===== config.mk =====
export PLATFORM = sky130hd
export DESIGN_NAME = approx_mult_seq
export DESIGN_NICKNAME = d
export VERILOG_FILES = /design/src/rtl/approx_mult_seq.sv
export SDC_FILE = /design/constraint.sdc
export NUM_CORES = 1
export LEC_CHECK = 0
export CAP_MARGIN = 10
export CORE_MARGIN = 3
export CORE_UTILIZATION = 49
export DETAILED_ROUTE_END_ITERATION = 10
export GPL_TIMING_DRIVEN = 0
export PLACE_DENSITY_LB_ADDON = 0.12
export SLEW_MARGIN = 20
export SYNTH_ARGS = -nofsm -noshare
export SYNTH_HDL_FRONTEND = slang
export SYNTH_SLANG_ARGS = --single-unit

===== constraint.sdc =====
create_clock -name clk -period 3.09 [get_ports clk]
set_input_delay 0.618 -clock clk [delete_from_list [all_inputs] [get_ports clk]]
set_output_delay 0.618 -clock clk [all_outputs]
set_load 0.005 [all_outputs]

===== src/rtl/approx_mult_seq.sv =====
// Iterative unsigned WxW shift-add multiplier, one multiplier bit per cycle.
// Approximate mode ORs the low APPROX_COLS columns and blocks their carries.
module approx_mult_seq #(
    parameter int W           = 8,
    parameter int APPROX_COLS = 4
) (
    input  logic           clk,
    input  logic           rst_n,
    input  logic           in_valid,
    output logic           in_ready,
    input  logic [W-1:0]   a,
    input  logic [W-1:0]   b,
    input  logic           mode,
    output logic           out_valid,
    input  logic           out_ready,
    output logic [2*W-1:0] product,
    output logic           out_mode
);

    localparam int PW = 2 * W;
    localparam int IW = $clog2(W);
    // Ones over the approximated columns; all-zero when APPROX_COLS is 0.
    localparam logic [PW-1:0] LOW_MASK = ~({PW{1'b1}} << APPROX_COLS);

    typedef enum logic [1:0] {
        IDLE,
        BUSY,
        DONE
    } state_t;

    state_t        state;
    logic [W-1:0]  a_r;
    logic [W-1:0]  b_r;
    logic          mode_r;
    logic [PW-1:0] acc;
    logic [IW-1:0] idx;

    logic [PW-1:0] addend;
    logic [PW-1:0] sum_exact;
    logic [PW-1:0] sum_approx;
    logic [PW-1:0] acc_next;

    // Masked high halves have zero low columns, so no carry reaches them.
    always_comb begin
        addend     = b_r[idx] ? ({{W{1'b0}}, a_r} << idx) : '0;
        sum_exact  = acc + addend;
        sum_approx = ((acc | addend) & LOW_MASK)
                   | ((acc & ~LOW_MASK) + (addend & ~LOW_MASK));
        acc_next   = mode_r ? sum_approx : sum_exact;
    end

    always_ff @(posedge clk or negedge rst_n) begin
        if (!rst_n) begin
            state  <= IDLE;
            a_r    <= '0;
            b_r    <= '0;
            mode_r <= 1'b0;
            acc    <= '0;
            idx    <= '0;
        end else begin
            unique case (state)
                IDLE: begin
                    if (in_valid) begin
                        a_r    <= a;
                        b_r    <= b;
                        mode_r <= mode;
                        acc    <= '0;
                        idx    <= '0;
                        state  <= BUSY;
                    end
                end
                BUSY: begin
                    acc <= acc_next;
                    idx <= idx + 1'b1;
                    if (idx == IW'(W - 1)) begin
                        state <= DONE;
                    end
                end
                DONE: begin
                    if (out_ready) begin
                        state <= IDLE;
                    end
                end
                default: state <= IDLE;
            endcase
        end
    end

    assign in_ready  = (state == IDLE);
    assign out_valid = (state == DONE);
    assign product   = acc;
    assign out_mode  = mode_r;

endmodule

==> results.py <==
metrics = {
    "critical_path": {
        "cpMaxStageDelayCell": "mux4_2",
        "rrSetupSlack_ns": -0.18,
        "endpoint_kind": "flop",
        "crit_path_start": "idx[0]$_DFFE_PN0P_",
        "cp-start-kind": "flop",
        "timing.rr.end": "product[13]$_DFFE_PN0P_",
        "critPathKind": "reg2reg",
        "crit_top_cell": "nand2b_4",
        "worstPathCellList": "buf_6 > mux4_2 > nand2b_4 > nand2b_4 > inv_2 > ha_4 > a211o_1 > a21oi_4 > a211oi_2 > o31ai_2 > a31oi_2 > a31oi_1 > xor2_1 > o21ai_1",
        "worst_r2r_path_depth": 14,
        "crit_required_ns": 3.26,
        "reg2reg_from": "idx[0]$_DFFE_PN0P_",
        "worstPathMaxFanout": 5,
        "cpPeakStageDelay_ns": 0.55,
        "crit_arrival_ns": 3.44,
    },
    "yosys": {
        "async_reset_ff_share_pct": 100,
        "synth-edff-count": 0,
        "ys_types": 43,
        "synth-seq-cells": 38,
        "netlist_area_um2": 2690,
        "yosysSeqAreaShare_pct": 35.3,
        "ys_warn_count": 0,
        "syn_inst": 323,
        "synth_top_flop_cell": "dfrtp_1",
        "syn_nets": 366,
        "syn_area_per_cell_um2": 8.34,
    },
    "timing": {
        "tightest_slew_ns": 0.590,
        "finalSetupViolCount": 7,
        "fin_crit_ns": 3.27,
        "fin_skew_ns": 0.00692,
        "hold_violations": 0,
        "rsz0062_at_grt": "true",
        "setup_ws_ns": -0.181,
        "fmax_mhz": 306,
        "maxSlewViolCount": 0,
        "period_share_pct": 106,
        "fin_hold_ws_ns": 0.217,
        "relSlewSlack_pct": 60.6,
    },
    "final_layout": {
        "finalInstanceArea_um2": 3680,
        "final_net_count": 436,
        "area_growth_syn_to_layout_pct": 36.8,
        "antenna_cells": 0,
        "drive_gt1_share_pct": 21.1,
    },
    "clock_tree": {
        "ctsHoldBuffers": 0,
        "clk_latency_ns": 0.30,
        "root_buffer": "clkbuf_8",
        "tritoncts": "yes",
        "cts.sinks": 38,
        "ctsHtreeMaxLevel": 2,
        "cts_buffers": 5,
        "clk_pin_slew_ns": 0.08,
        "clk_path_buf_depth": 2,
    },
    "job": {
        "drv_cap": 0,
    },
    "route": {
        "final_antenna_net_count": 0,
        "wl_um": 6910,
        "wl_per_cell_um": 14.9,
        "vias_per_cell": 5.46,
        "drtPass1Iterations": 4,
        "drt-initial-drc-count": 119,
        "drc": 0,
        "vias": 2533,
    },
    "placement": {
        "gp_congestion": 0.907,
        "dpl_cell_area_um2": 3200,
        "dp_hpwl_um": 4780,
        "io_buffers": 39,
    },
    "global_routing": {
        "grtUsageMet3_pct": 3.25,
        "antenna_found_initial": 0,
        "grtUsageMet1_pct": 28.3,
        "grt_first_pass_wirelength_um": 11100,
        "use_met2_pct": 37.7,
        "grt_use_total_pct": 22.2,
        "grt_pass1_vias": 2400,
        "grt_busiest_layer": "met2",
        "grt_max_degree": 27,
        "grt-ovfl-total": 0,
    },
    "pwr": {
        "power.total_uw": 3890,
        "cellLeakagePower_uw": 0.00176,
        "ir_drop_mv": 0.505,
        "power_density_nw_per_um2": 1060,
    },
    "die": {
        "dieArea_um2": 6420,
        "fp.dieW_um": 80.1,
        "start_util_pct": 51.7,
        "die_h_um": 80.1,
        "rows": 26,
        "core_area_um2": 5200,
        "pin_count": 40,
    },
    "outcome": {
        "violations": "negative setup slack",
        "status": "finished, violations left",
    },
    "min_path": {
        "hold_class": "in2async",
    },
}
layer usage:
layer  routed length (µm)  share of wire [%]
met1                 3090                 45
met2                 3450                 50
met4                  153                2.2
met5                    0                  0
met3                  219                3.2
synthesized netlist by cell type, drive strengths merged, types with 4 or more instances:
master / count / area, µm²
a211oi: 4 / 30.0
a21o: 7 / 52.6
a21oi: 18 / 97.6
clkbuf: 13 / 48.8
dfrtp: 38 / 951
ha: 20 / 250
inv: 18 / 67.6
mux2i: 9 / 90.1
nand2: 74 / 278
nand2b: 6 / 37.5
nand3: 17 / 90.1
nor2: 21 / 78.8
nor2b: 4 / 25.0
o21ai: 26 / 130
xnor2: 6 / 52.6
xor2: 5 / 43.8
metrics by stage:
stage | setup TNS [ns] | std cells | worst slack (ns) | utilization, %
after floorplan | -0.0229 | 323 | -0.0229 | -
after CTS | -0.321 | 453 | -0.112 | 67.7
final | -0.549 | 464 | -0.181 | 70.7
after global routing | -1.72 | 464 | -0.315 | 70.7
after global placement | -1.95 | 432 | -0.401 | 61.1
after detailed placement | -2.27 | 433 | -0.436 | 61.4
cell usage in the layout, fill, tap and decap left out, drive strengths merged, types with 2 or more instances in the layout:
cell,n
o21ai,26
o31ai,2
a211oi,4
nand3,17
nand2,74
buf,28
nand2b,6
inv,18
mux2i,9
mux2,3
clkdlybuf4s50,38
clkbuf,18
a31oi,2
ha,20
fa,2
nor2b,4
a21oi,18
xor2,5
mux4,3
a211o,3
dfrtp,38
nor2,21
nor3,3
xnor2,6
a21o,7
and2,3
or2,3
timing repair:
action | 4_1_cts | 5_1_grt
hold endpoints to repair | 0 | 0
setup buffers | 12 | 13
resized for setup | 31 | 18
pin swaps | 14 | 22
endpoints found under the setup margin | 10 | 11
state kept, by name (all words and copies together), names as in the netlist:
register / count
out_mode: 1
b_r: 8
a_r: 8
state: 2
product: 16
idx: 3
power by group:
part | switching [µW] | total [µW] | leakage (µW) | internal (µW)
registers | 209 | 937 | 0.000478 | 728
clock network | 190 | 431 | 0.0000514 | 241
logic | 1310 | 2520 | 0.00123 | 1210
total | 1710 | 3890 | 0.00176 | 2180
kinds of logic (layout without fill, tap and decap cells):
kind of cell / Yosys count / count (layout) / synth area share, %
AND/OR/NAND/NOR: 135 / 135 / 22.4
AO/OA/AOI/OAI: 68 / 68 / 15.5
flip-flops: 38 / 38 / 35.3
buffers and inverters: 33 / 104 / 4.93
adder cells (fa/ha/maj): 23 / 23 / 11.2
multiplexers: 15 / 15 / 7.11
XOR/XNOR: 11 / 11 / 3.58
area by class of cell:
type                            count  area (µm²)
Clock buffer                        6        72.6
Inverter                           18        67.6
Sequential cell                    38         951
Clock inverter                      2        37.5
Buffer                             15        73.8
Fill cell                         418        1520
Multi-Input combinational cell    252        1800
Timing Repair Buffer               63         589
Tap cell                           70        87.6
critical path, delay by kind of cell, from the launching register on:
family	cells	cell delay [ns]
simple gates	2	0.29
fa+ha+maj	1	0.15
flops	1	0.38
xor+xnor	1	0.16
mux	1	0.55
buf+inv	2	0.18
compound gates	7	1.45
worst max-delay path by stage:
stage          slack [ns]  cells after the start                      end
2_1_floorplan       -0.02                     13  product[13]$_DFFE_PN0P_
3_3_place_gp        -0.40                     13  product[13]$_DFFE_PN0P_
3_5_place_dp        -0.44                     13  product[13]$_DFFE_PN0P_
5_1_grt             -0.31                     14  product[13]$_DFFE_PN0P_
4_1_cts             -0.11                     13  product[13]$_DFFE_PN0P_
6_report            -0.18                     14  product[13]$_DFFE_PN0P_
Power figures use the tool's default switching activity.
==> patch: new RTL, same settings <==
Encoding of `state_t`: now one-hot (3 bits for 3 states).
--- a/src/rtl/approx_mult_seq.sv
+++ b/src/rtl/approx_mult_seq.sv
@@ -23,8 +23,8 @@
     localparam logic [PW-1:0] LOW_MASK = ~({PW{1'b1}} << APPROX_COLS);
 
-    typedef enum logic [1:0] {
-        IDLE,
-        BUSY,
-        DONE
+    typedef enum logic [2:0] {
+        IDLE = 3'b001,
+        BUSY = 3'b010,
+        DONE = 3'b100
     } state_t;
 
Behaviour: no difference found for any inputs over 4 cycles, from zero or initial values and one cycle with rst_n low; so few cycles prove little.
==> patch against the unedited design <==
- the run still ends with negative setup slack left
- utilization is 2.3 points lower
- sequential cell count grew 1
- sequential share of layout area decreased by 0.18 points
- routed wire length up 4.7%
- critical endpoint is now product[12]$_DFFE_PN0P_
- power fell by 18%
- setup slack better by 0.15 ns
- highest routed layer unchanged
- design area is 3.6% higher
- fmax rose by 4.9%
- clock skew increased by 0.0018 ns
- synthesized area grew 6.0%
==> patch: results (changes against the unedited design) <==
qor: setup_path.worstPathMaxFanout 3 [-2]
qor: detailed_routing.wirelength 7240 um [+4.7%]
qor: run_status.violations negative setup slack
qor: timing.setup_viol 1 [-6]
qor: yosys.synth_sequential_area_ratio 0.342 [-0.0108]
qor: setup_path.worst-r2r-cell-count 11 [-3]
qor: timing.final_critical_path_setup_slack -0.0287 ns [+0.152 ns]
qor: detailed_routing.avgViaCountPerCell 5.41 [-0.98%]
qor: grt.grt_max_degree 30 [+11%]
qor: grt.first_global_vias 2,539 [+5.8%]
qor: placement.place_congestion 0.891 [-1.8%]
qor: placement.place.detailed.hpwl 5110 um [+6.9%]
qor: power_and_ir_drop.worst_case_vdd_ir_drop 0.432 mV [-14%]
qor: yosys.synthTopCellsByArea dfrtp_1 (33%), nand2_1 (11%), ha_1 (8.8%)
qor: setup_path.timing.reg2reg.setup_slack -0.03 ns [+0.15 ns]
qor: grt.track_usage 0.225 [+0.00345]
qor: cells_and_area.fillers 456 [+9.1%]
qor: cells_and_area.number_of_nets_in_the_finished_design 451 [+3.4%]
qor: power_and_ir_drop.leakage 1.68 nW [-4.5%]
qor: yosys.synth_top_cells_by_count nand2_1 (83), dfrtp_1 (38), nor2_1 (25)
qor: grt.grt_pass1_wl 11,700 um [+5.4%]
qor: detailed_routing.detailedRoute.firstIterationViolations 74 [-38%]
qor: timing.timing.hold.ws 0.187 ns [-0.0307 ns]
qor: yosys.net_count_after_synthesis 387 [+5.7%]
qor: yosys.synthDistinctLibCells 54 [+26%]
qor: setup_path.r2r_end product[12]$_DFFE_PN0P_
qor: timing.clock_skew 0.00876 ns [+0.00183 ns]
qor: timing.worst_tran_pin_value 0.722 ns [+0.133 ns]
qor: setup_path.cp_data_arrival_time 3.37 ns [-0.07 ns]
qor: cells_and_area.drive_above_1_share 0.208 [-0.00284]
qor: run_status.status finished, violations left
[patch: how the worst min path moves through the flow]
stage | start | end
floorplan | rst_n | a_r[0]$_DFFE_PN0P_
global placement | b_r[0]$_DFFE_PN0P_ | b_r[0]$_DFFE_PN0P_
detailed placement | b_r[3]$_DFFE_PN0P_ | b_r[3]$_DFFE_PN0P_
CTS | rst_n | product[8]$_DFFE_PN0P_
global route | rst_n | product[8]$_DFFE_PN0P_
finish | rst_n | product[8]$_DFFE_PN0P_
[patch: per-layer routing]
layer / global-route usage / vias to the layer above / wire length [um]
li1: - / 1302 / -
met1: 0.290 / 1232 / 3380
met2: 0.381 / 54 / 3440
met3: 0.0369 / 12 / 253
met4: 0.0797 / 0 / 158
met5: 0 / - / 0
[patch: timing repair]
action / CTS / global route
resized for setup: 26 / 27
endpoints found under the setup margin: 11 / 10
pin swaps: 9 / 16
setup buffers: 12 / 5
[patch: cells by family after synthesis]
kind of cell,Yosys count,share of synthesized area
DFF,39,0.342
and+or+nand+nor,148,0.228
AOI/OAI and AO/OA,69,0.157
muxes,17,0.0776
buffers and inverters,35,0.0495
xor gates and xnor gates,13,0.0399
adders and majority gates,23,0.105
[patch: worst max-delay path, cell delays in order, from the launching register on]
cell and delay, ns:
dfrtp_2 0.44, mux4_2 0.40, nand2_2 0.08, or3_4 0.43
fa_2 0.40, nor2b_2 0.14, o211ai_1 0.13, o31ai_1 0.29
a21oi_2 0.10, o32ai_4 0.27, mux2_4 0.34, nand2_2 0.06
[patch: power by group]
group          switching, W  internal, W
clock network      0.000200     0.000157
logic               0.00101     0.000969
registers          0.000174     0.000692
total               0.00138      0.00182
[patch: area by class of cell]
cell class / count / share of cell area
Buffer: 15 / 0.0223
Clock buffer: 5 / 0.0180
Clock inverter: 3 / 0.00525
Inverter: 20 / 0.0197
Multi-Input combinational cell: 270 / 0.515
Sequential cell: 39 / 0.256
Tap cell: 72 / 0.0236
Timing Repair Buffer: 57 / 0.140
[patch: through the flow]
| step | power (W) | setup WS [ns] | TNS, ns | instances | area (um2) |
|---|---|---|---|---|---|
| after global routing | 0.00348 | -0.160 | -0.879 | 481 | 3810 |
| after detailed placement | 0.00239 | -0.431 | -2.35 | 456 | 3350 |
| after CTS | 0.00298 | -0.0315 | -0.0725 | 476 | 3650 |
| final | 0.00320 | -0.0287 | -0.0287 | 481 | 3810 |
| after floorplan | 0.00192 | 0.00121 | 0 | 344 | 2860 |
| after global placement | 0.00234 | -0.409 | -2.25 | 455 | 3340 |
